File: src/rtl/nv_hs4_sync_rx_if.sv
// Handshake bundle between a 4-phase CDC source/consumer pair and the
// destination-side receive controller nv_hs4_sync_rx.
interface nv_hs4_sync_rx_if #(
    parameter int WIDTH = 32
);
    logic             req_s;
    logic [WIDTH-1:0] src_data;
    logic             ack;
    logic             dout_vld;
    logic             dout_rdy;
    logic [WIDTH-1:0] dout;
    logic             busy;
    logic             err_clr;
    logic             err_timeout;

    modport slave (
        input  req_s, src_data, dout_rdy, err_clr,
        output ack, dout_vld, dout, busy, err_timeout
    );

    modport master (
        output req_s, src_data, dout_rdy, err_clr,
        input  ack, dout_vld, dout, busy, err_timeout
    );
endinterface

File: src/rtl/nv_hs4_sync_rx.sv
// Destination-side 4-phase req/ack receiver: captures source data on a synchronized
// request, presents it on valid/ready, returns ack and flags stuck handshakes.
module nv_hs4_sync_rx #(
    parameter int WIDTH   = 32,
    parameter int TIMEOUT = 256
) (
    input  logic            clk,
    input  logic            clr_,
    nv_hs4_sync_rx_if.slave hs
);
    localparam logic [1:0] ST_IDLE  = 2'b00;
    localparam logic [1:0] ST_VALID = 2'b01;
    localparam logic [1:0] ST_ACK   = 2'b10;

    logic [1:0]       state_r;
    logic [1:0]       state_nx_s;
    logic             ack_r;
    logic             dout_vld_r;
    logic             busy_r;
    logic             err_r;
    logic [WIDTH-1:0] dout_r;
    logic             capture_s;
    logic             enter_ack_s;
    logic             stuck_s;

    // Next-state decode; unused state code falls back to IDLE.
    always_comb begin
        state_nx_s  = state_r;
        capture_s   = 1'b0;
        enter_ack_s = 1'b0;
        stuck_s     = 1'b0;
        case (state_r)
            ST_IDLE: begin
                if (hs.req_s) begin
                    state_nx_s = ST_VALID;
                    capture_s  = 1'b1;
                end else begin
                    state_nx_s = ST_IDLE;
                end
            end
            ST_VALID: begin
                if (hs.dout_rdy) begin
                    state_nx_s  = ST_ACK;
                    enter_ack_s = 1'b1;
                end else begin
                    state_nx_s = ST_VALID;
                end
            end
            ST_ACK: begin
                if (!hs.req_s) begin
                    state_nx_s = ST_IDLE;
                end else begin
                    state_nx_s = ST_ACK;
                    stuck_s    = 1'b1;
                end
            end
            default: begin
                state_nx_s = ST_IDLE;
            end
        endcase
    end

    // State plus outputs registered from the next state so they change on the same edge.
    always_ff @(posedge clk or negedge clr_) begin
        if (!clr_) begin
            state_r    <= ST_IDLE;
            ack_r      <= 1'b0;
            dout_vld_r <= 1'b0;
            busy_r     <= 1'b0;
            dout_r     <= '0;
        end else begin
            state_r    <= state_nx_s;
            ack_r      <= (state_nx_s == ST_ACK);
            dout_vld_r <= (state_nx_s == ST_VALID);
            busy_r     <= (state_nx_s != ST_IDLE);
            if (capture_s) begin
                dout_r <= hs.src_data;
            end
        end
    end

    generate
        if (TIMEOUT > 0) begin : g_timer
            localparam int CW = $clog2(TIMEOUT + 1);
            localparam logic [CW-1:0] CNT_MAX = CW'(TIMEOUT);
            // Error rises on the edge the counter steps to TIMEOUT-1.
            localparam logic [CW-1:0] SET_AT  = CW'((TIMEOUT > 1) ? (TIMEOUT - 2) : 0);

            logic [CW-1:0] cnt_r;

            // ACK-state dwell counter, saturating at TIMEOUT.
            always_ff @(posedge clk or negedge clr_) begin
                if (!clr_) begin
                    cnt_r <= '0;
                end else if (enter_ack_s) begin
                    cnt_r <= '0;
                end else if (stuck_s && (cnt_r != CNT_MAX)) begin
                    cnt_r <= cnt_r + CW'(1);
                end
            end

            // Sticky timeout flag; a set on the same edge as err_clr takes priority.
            always_ff @(posedge clk or negedge clr_) begin
                if (!clr_) begin
                    err_r <= 1'b0;
                end else if (stuck_s && (cnt_r >= SET_AT)) begin
                    err_r <= 1'b1;
                end else if (hs.err_clr) begin
                    err_r <= 1'b0;
                end
            end
        end else begin : g_no_timer
            // Timer disabled: flag can only ever be cleared.
            always_ff @(posedge clk or negedge clr_) begin
                if (!clr_) begin
                    err_r <= 1'b0;
                end else if (hs.err_clr) begin
                    err_r <= 1'b0;
                end
            end
        end
    endgenerate

    assign hs.ack         = ack_r;
    assign hs.dout_vld    = dout_vld_r;
    assign hs.dout        = dout_r;
    assign hs.busy        = busy_r;
    assign hs.err_timeout = err_r;

endmodule

File: src/flat_wrapper.sv
// flat-port wrapper written by rule: the top's interface ports become plain ports
module nv_hs4_sync_rx_flat 
#(
    parameter int WIDTH   = 32,
    parameter int TIMEOUT = 256
)
  (clk, clr_, hs_req_s, hs_src_data, hs_dout_rdy, hs_err_clr, hs_ack, hs_dout_vld, hs_dout, hs_busy, hs_err_timeout);
  nv_hs4_sync_rx_if #(.WIDTH(WIDTH)) hs_i ();
  input  logic clk;
  input  logic clr_;
  input wire logic [$bits(hs_i.req_s)-1:0] hs_req_s;
  input wire logic [$bits(hs_i.src_data)-1:0] hs_src_data;
  input wire logic [$bits(hs_i.dout_rdy)-1:0] hs_dout_rdy;
  input wire logic [$bits(hs_i.err_clr)-1:0] hs_err_clr;
  output wire logic [$bits(hs_i.ack)-1:0] hs_ack;
  output wire logic [$bits(hs_i.dout_vld)-1:0] hs_dout_vld;
  output wire logic [$bits(hs_i.dout)-1:0] hs_dout;
  output wire logic [$bits(hs_i.busy)-1:0] hs_busy;
  output wire logic [$bits(hs_i.err_timeout)-1:0] hs_err_timeout;
  assign hs_i.req_s = hs_req_s;
  assign hs_i.src_data = hs_src_data;
  assign hs_i.dout_rdy = hs_dout_rdy;
  assign hs_i.err_clr = hs_err_clr;
  assign hs_ack = hs_i.ack;
  assign hs_dout_vld = hs_i.dout_vld;
  assign hs_dout = hs_i.dout;
  assign hs_busy = hs_i.busy;
  assign hs_err_timeout = hs_i.err_timeout;
  nv_hs4_sync_rx #(.WIDTH(WIDTH), .TIMEOUT(TIMEOUT)) u_core (.clk(clk), .clr_(clr_), .hs(hs_i));
endmodule
File: config.mk
export PLATFORM = sky130hd
export DESIGN_NAME = nv_hs4_sync_rx_flat
export DESIGN_NICKNAME = d
export VERILOG_FILES = /design/src/rtl/nv_hs4_sync_rx_if.sv /design/src/rtl/nv_hs4_sync_rx.sv /design/src/flat_wrapper.sv
export SDC_FILE = /design/constraint.sdc
export NUM_CORES = 1
export LEC_CHECK = 0
export CORE_MARGIN = 4
export CORE_UTILIZATION = 43
export DETAILED_ROUTE_END_ITERATION = 12
export GPL_ROUTABILITY_DRIVEN = 0
export PLACE_DENSITY_LB_ADDON = 0.15
export RECOVER_POWER = 25
export SETUP_SLACK_MARGIN = 0.02
export SYNTH_ARGS = -nofsm -noshare
export SYNTH_HDL_FRONTEND = slang
export SYNTH_SLANG_ARGS = --single-unit
File: constraint.sdc
create_clock -name clk -period 2.2 [get_ports clk]
set_clock_uncertainty 0.2 [all_clocks]
set_input_delay 0.33 -clock clk [delete_from_list [all_inputs] [get_ports clk]]
set_output_delay 0.33 -clock clk [all_outputs]
set_load 0.03 [all_outputs]
=== Word-level counts from Yosys, hierarchy flattened ===
Index checks and enable logic that the tools add are counted.

* Logic and storage cells: 33
* Input port bits: 37
* Bits in registers: 47
* Bits in writable memories: 0
* Output and inout port bits: 36
* Bits in latches: 0
* ROM bits: 0
* Memories: 0

* Div/mod/pow operators: 0
* Mux-type cells: 13
* Equality and inequality tests: 5
* Shifts and indexed selects: 0
* Add/sub/neg operators: 1
* Order comparisons: 1
* Multiply operators: 0
* Bitwise logic cells: 0
* Reduce and logical (&&, ||, !) cells: 6

{| class="wikitable"
|+ Operators by type and width
! cell !! number
|-
| 2-to-1 mux 9 bit || 2
|-
| adder 9 x 1 -> 9 bit, second input constant || 1
|-
| greater-or-equal comparator 9 x 8 -> 1 bit, second input constant || 1
|-
| != test 9 bit, second input constant || 1
|-
| 2-to-1 mux 1 bit || 8
|-
| case mux 2 bit (3 select lines) || 1
|-
| nonzero test 2 bit || 3
|-
| == test 2 x 1 -> 1 bit, second input constant || 2
|-
| == test 2 bit, second input constant || 2
|-
| 2-to-1 mux 2 bit || 2
|-
| logical AND 1 bit || 2
|-
| zero test 2 bit || 1
|}

=== Logic depth before layout (Yosys ltp) ===
* Word-level depth: 5
* Gate-level depth with buffers: 6
* Depth with buffers taken out: 6

=== Least setup slack after synthesis ===
OpenSTA, ideal clock, no wires.

* Path kind: register -> register
* From: reg u_core.g_timer.cnt_r[0]
* To: reg u_core.g_timer.cnt_r[7]
* Required time: 1.922 ns
* Cell stages (with the launch flop): 7
* Clock period less this slack: 1.890 ns
* Buffers on the path: 0
* Setup time: 0.078 ns
* Path slack: 0.310 ns
* Data arrival time: 1.613 ns
* Cells stage by stage: dfrtp_1 -> inv_1 -> ha_1 -> and4bb_4 -> a21o_1 -> or4_1 -> a21oi_1

* Cells in the longest elaborated chain, start to end: 3
* Elaborated cells on any way between the ends: 6
* Those cells by class: add/sub (1); eq/ne (1); mux (2); reduce/logical (2)

{| class="wikitable"
|+ RTL lines
! item !! RTL line !! source
|-
| start: declaration || nv_hs4_sync_rx.sv:89 || <nowiki>logic [CW-1:0] cnt_r;</nowiki>
|-
| start signal: assignment || nv_hs4_sync_rx.sv:98 || <nowiki>cnt_r <= cnt_r + CW'(1);</nowiki>
|-
| adder 9 x 1 -> 9 bit / != test 9 bit (equally long branches) || nv_hs4_sync_rx.sv:98, nv_hs4_sync_rx.sv:97 ||
|-
| 2-to-1 mux 9 bit / logical AND 1 bit (equally long branches) || nv_hs4_sync_rx.sv:97 || <nowiki>end else if (stuck_s && (cnt_r != CNT_MAX)) begin</nowiki>
|-
| 2-to-1 mux 9 bit / nonzero test 2 bit (equally long branches) || -- ||
|}

Several ways; a longest one is shown, not always the timed one. The select of a mux whose other input is x is not followed.
A chain may end at the register's enable or synchronous reset.

=== Worst setup path after layout ===
* From: reg u_core.g_timer.cnt_r[1]
* To: reg u_core.g_timer.cnt_r[7]

Same word-level chain as after synthesis.

==> run summary <==
Largest net degree at the start of global routing: 33
Core area: 4350 sq um
Setup WS pre-CTS: 0.142 ns
Netlist Area Pre-Place: 1930 sq um
HP Class: flop to flop
Number of antenna-violating nets in the routed design: 0
Internal power: 2.49 mW
Commonest non-fill, non-tap cells in the layout: clkdlybuf4s50_1, dfrtp_1, mux2_2
Busiest grt layer: met2
GR Layer Usage met2: 32.1%
IO Port Bufs: 72
Worst setup EP type: flop
Util after Layout: 65.9%
#FFs+latches synth: 47
Sequential area share after synthesis: 60.8%
Netlist cell types: 30
Dpl hpwl: 3260 microns
Overflow after GRT: 0
Clock slew at reported path FFs: 0.09 ns
Outcome: completed
Max Cap Violations: 0
Reg2reg start: u_core.g_timer.cnt_r[1]$_DFFE_PN0P_
Cell count after synthesis: 142
CTS tree: built
Peak VDD IR: 0.727 mV
R2R depth: 6
Worst Path Class, Setup: flop to flop
Global-route usage over all layers: 16.7%
Register share of total power: 35.2%
Critical path required time: 2.23 ns
Synthesized net count: 182
Die area: 5640 sq um
Initial DRC Count: 70
H-tree depth: 2
Clock Root Buffer: clkbuf_8
Min cycle time layout: 2.02 ns
Final hold vios: 0
Post-route DRC: 0
Total Nets Final: 263
Crit path arrival time: 2.05 ns
Worst R2R Setup Slack: 0.18 ns
Die Span Y: 75.1 microns
I/O pin cnt: 73
Row count: 24
CP peak stage delay: 0.50 ns
Final Setup Violations: 0
Total CTS buffers: 5
Vias in the first global route: 1,516
RSZ-0062 raised after global routing: no
Met3 GRT Util: 4.54%
Worst Setup EP: u_core.g_timer.cnt_r[7]$_DFFE_PN0P_
Clk buf depth: 2
DR pass1 iterations: 4
Worst Max-Slew Pin Slew: 1.38 ns
N_diodes: 0
Max stage delay cell, worst path: or4_1
Wirelength, routed: 4310 microns
NetSw: 1.59 mW
Area Growth Syn to Fin: 48.3%
First-pass GRT wire length: 6910 microns
Rel. slew slack: 8.32%
Later-pin clock latency in the skew report: 0.29 ns
Fmax: 495 MHz
Clock share of power: 13.3%
Initial Util: 44.4%
Fin worst setup slack: 0.181 ns
Max-slew violations: 0
Worst setup SP type: flop
Die extent in x: 75.1 microns
Antenna violations before repair: 0
Vias: 1,418
Combinational share of power: 51.5%
Vias per inst: 5.14
CP Cell Sequence: inv_1 > ha_1 > and4bb_4 > a21o_1 > or4_1 > a21oi_1
DR WL/cell: 15.6 microns
Commonest non-fill, non-tap cell in the layout: clkdlybuf4s50_1
Worst r2r dst: u_core.g_timer.cnt_r[7]$_DFFE_PN0P_
Yosys warnings: 0
Clk sink count: 47
Sw Share: 39.1%
Fin crit share: 91.8%
Met1 GRT Util: 17.0%
Power Density: 1420 nW/um^2
Crit-path max FO: 7
CP Launch Point: u_core.g_timer.cnt_r[1]$_DFFE_PN0P_
Mean post-synth cell area: 13.6 sq um
Share of cells above drive strength 1: 21.9%
Leak Pwr: 1.19 nW
Fin Setup TNS: 0 ns
## layout make-up
type	instances	area [sq um]
Fill cell	343	1490
Sequential cell	47	1180
Timing Repair Buffer	78	787
Multi-Input combinational cell	83	711
Clock buffer	6	82.6
Tap cell	52	65.1
Inverter	8	30.0
Clock inverter	2	16.3
## logic make-up (layout without fill, tap and decap cells)
kind of cell,count (synthesis),in the layout,synth area share [%]
AND/OR/NAND/NOR,28,28,8.54
XOR/XNOR,3,3,1.36
AO/OA/AOI/OAI,14,14,4.59
adder cells (fa/ha/maj),3,3,1.94
flip-flops,47,47,60.8
buffers and inverters,12,94,2.59
multiplexers,35,35,20.2
## worst min path at each step
stage	from	end	slack (ns)	cells past startpoint
after floorplan	clr_	u_core.g_timer.cnt_r[0]$_DFFE_PN0P_	-0.17	0
after global placement	clr_	u_core.hs.dout[3]$_DFFE_PN0P_	0.14	1
after detailed placement	clr_	u_core.hs.dout[3]$_DFFE_PN0P_	0.15	1
after CTS	u_core.hs.dout[20]$_DFFE_PN0P_	u_core.hs.dout[20]$_DFFE_PN0P_	0.32	1
after global routing	u_core.hs.dout[19]$_DFFE_PN0P_	u_core.hs.dout[19]$_DFFE_PN0P_	0.32	1
final	u_core.hs.dout[20]$_DFFE_PN0P_	u_core.hs.dout[20]$_DFFE_PN0P_	0.31	1
## worst max-delay path, delay by kind of cell, from the launching register on
kind / cells / cell delay [ns]
simple gates: 2 / 0.71
flops: 1 / 0.47
compound gates: 2 / 0.32
fa+ha+maj: 1 / 0.18
buf+inv: 1 / 0.08
## state kept, by name (all words and copies together) (netlist names)
register,flops
u_core.hs.dout,32
u_core.hs.ack,1
u_core.hs.busy,1
u_core.g_timer.cnt_r,9
u_core.hs.err_timeout,1
u_core.state_r,2
u_core.hs.dout_vld,1
## synth_stat cells
cell | n | area [sq um]
inv_1 | 8 | 30.0
a2111o_1 | 1 | 11.3
mux2_2 | 32 | 360
or4_1 | 1 | 7.51
xnor2_1 | 3 | 26.3
a21o_1 | 1 | 7.51
or2b_1 | 1 | 7.51
buf_2 | 4 | 20.0
o21ai_0 | 2 | 10.0
nand4_1 | 1 | 6.26
nor3b_1 | 1 | 7.51
or3_4 | 1 | 11.3
dfrtp_1 | 47 | 1180
a211oi_1 | 1 | 7.51
nand3b_1 | 1 | 7.51
o31ai_1 | 1 | 7.51
or3_1 | 1 | 6.26
nor4_1 | 1 | 6.26
and4bb_4 | 1 | 16.3
o31a_1 | 1 | 8.76
nand2_1 | 6 | 22.5
a21oi_1 | 6 | 30.0
nand3b_2 | 1 | 11.3
mux2i_1 | 3 | 30.0
nor3_1 | 2 | 10.0
nand3_1 | 2 | 10.0
o22ai_1 | 1 | 6.26
nor2_1 | 7 | 26.3
ha_1 | 3 | 37.5
nand4b_1 | 1 | 8.76
## layer usage
layer | vias to the layer above | part of all wire, %
li1 | 656 | -
met1 | 715 | 36
met2 | 41 | 55
met3 | 6 | 7.1
met4 | 0 | 1.4
met5 | - | 0
## what timing repair did
action                                 in CTS  in global routing
resized for setup                           0                  0
hold buffers                                1                  0
endpoints found under the hold margin      24                  0
buffers inserted                            0                  0
## power by group through the flow
stage | clock network [mW] | logic (mW) | registers [mW]
6_report | 0.543 | 2.10 | 1.44
5_1_grt | 0.605 | 2.22 | 1.49
4_1_cts | 0.569 | 2.13 | 1.44
3_5_place_dp | 0 | 2.13 | 1.46
3_3_place_gp | 0 | 2.09 | 1.43
2_1_floorplan | 0 | 0.568 | 2.08
## through the flow
step                      instances  power, mW  hold slack [ns]  cell area (sq um)
after floorplan                 142       2.65           -0.166               1930
after global placement          267       3.51            0.140               2760
after CTS                       276       4.14            0.316               2870
after global routing            276       4.32            0.324               2870
after detailed placement        267       3.59            0.152               2760
final                           276       4.08            0.308               2870
Power figures use the tool's default switching activity.
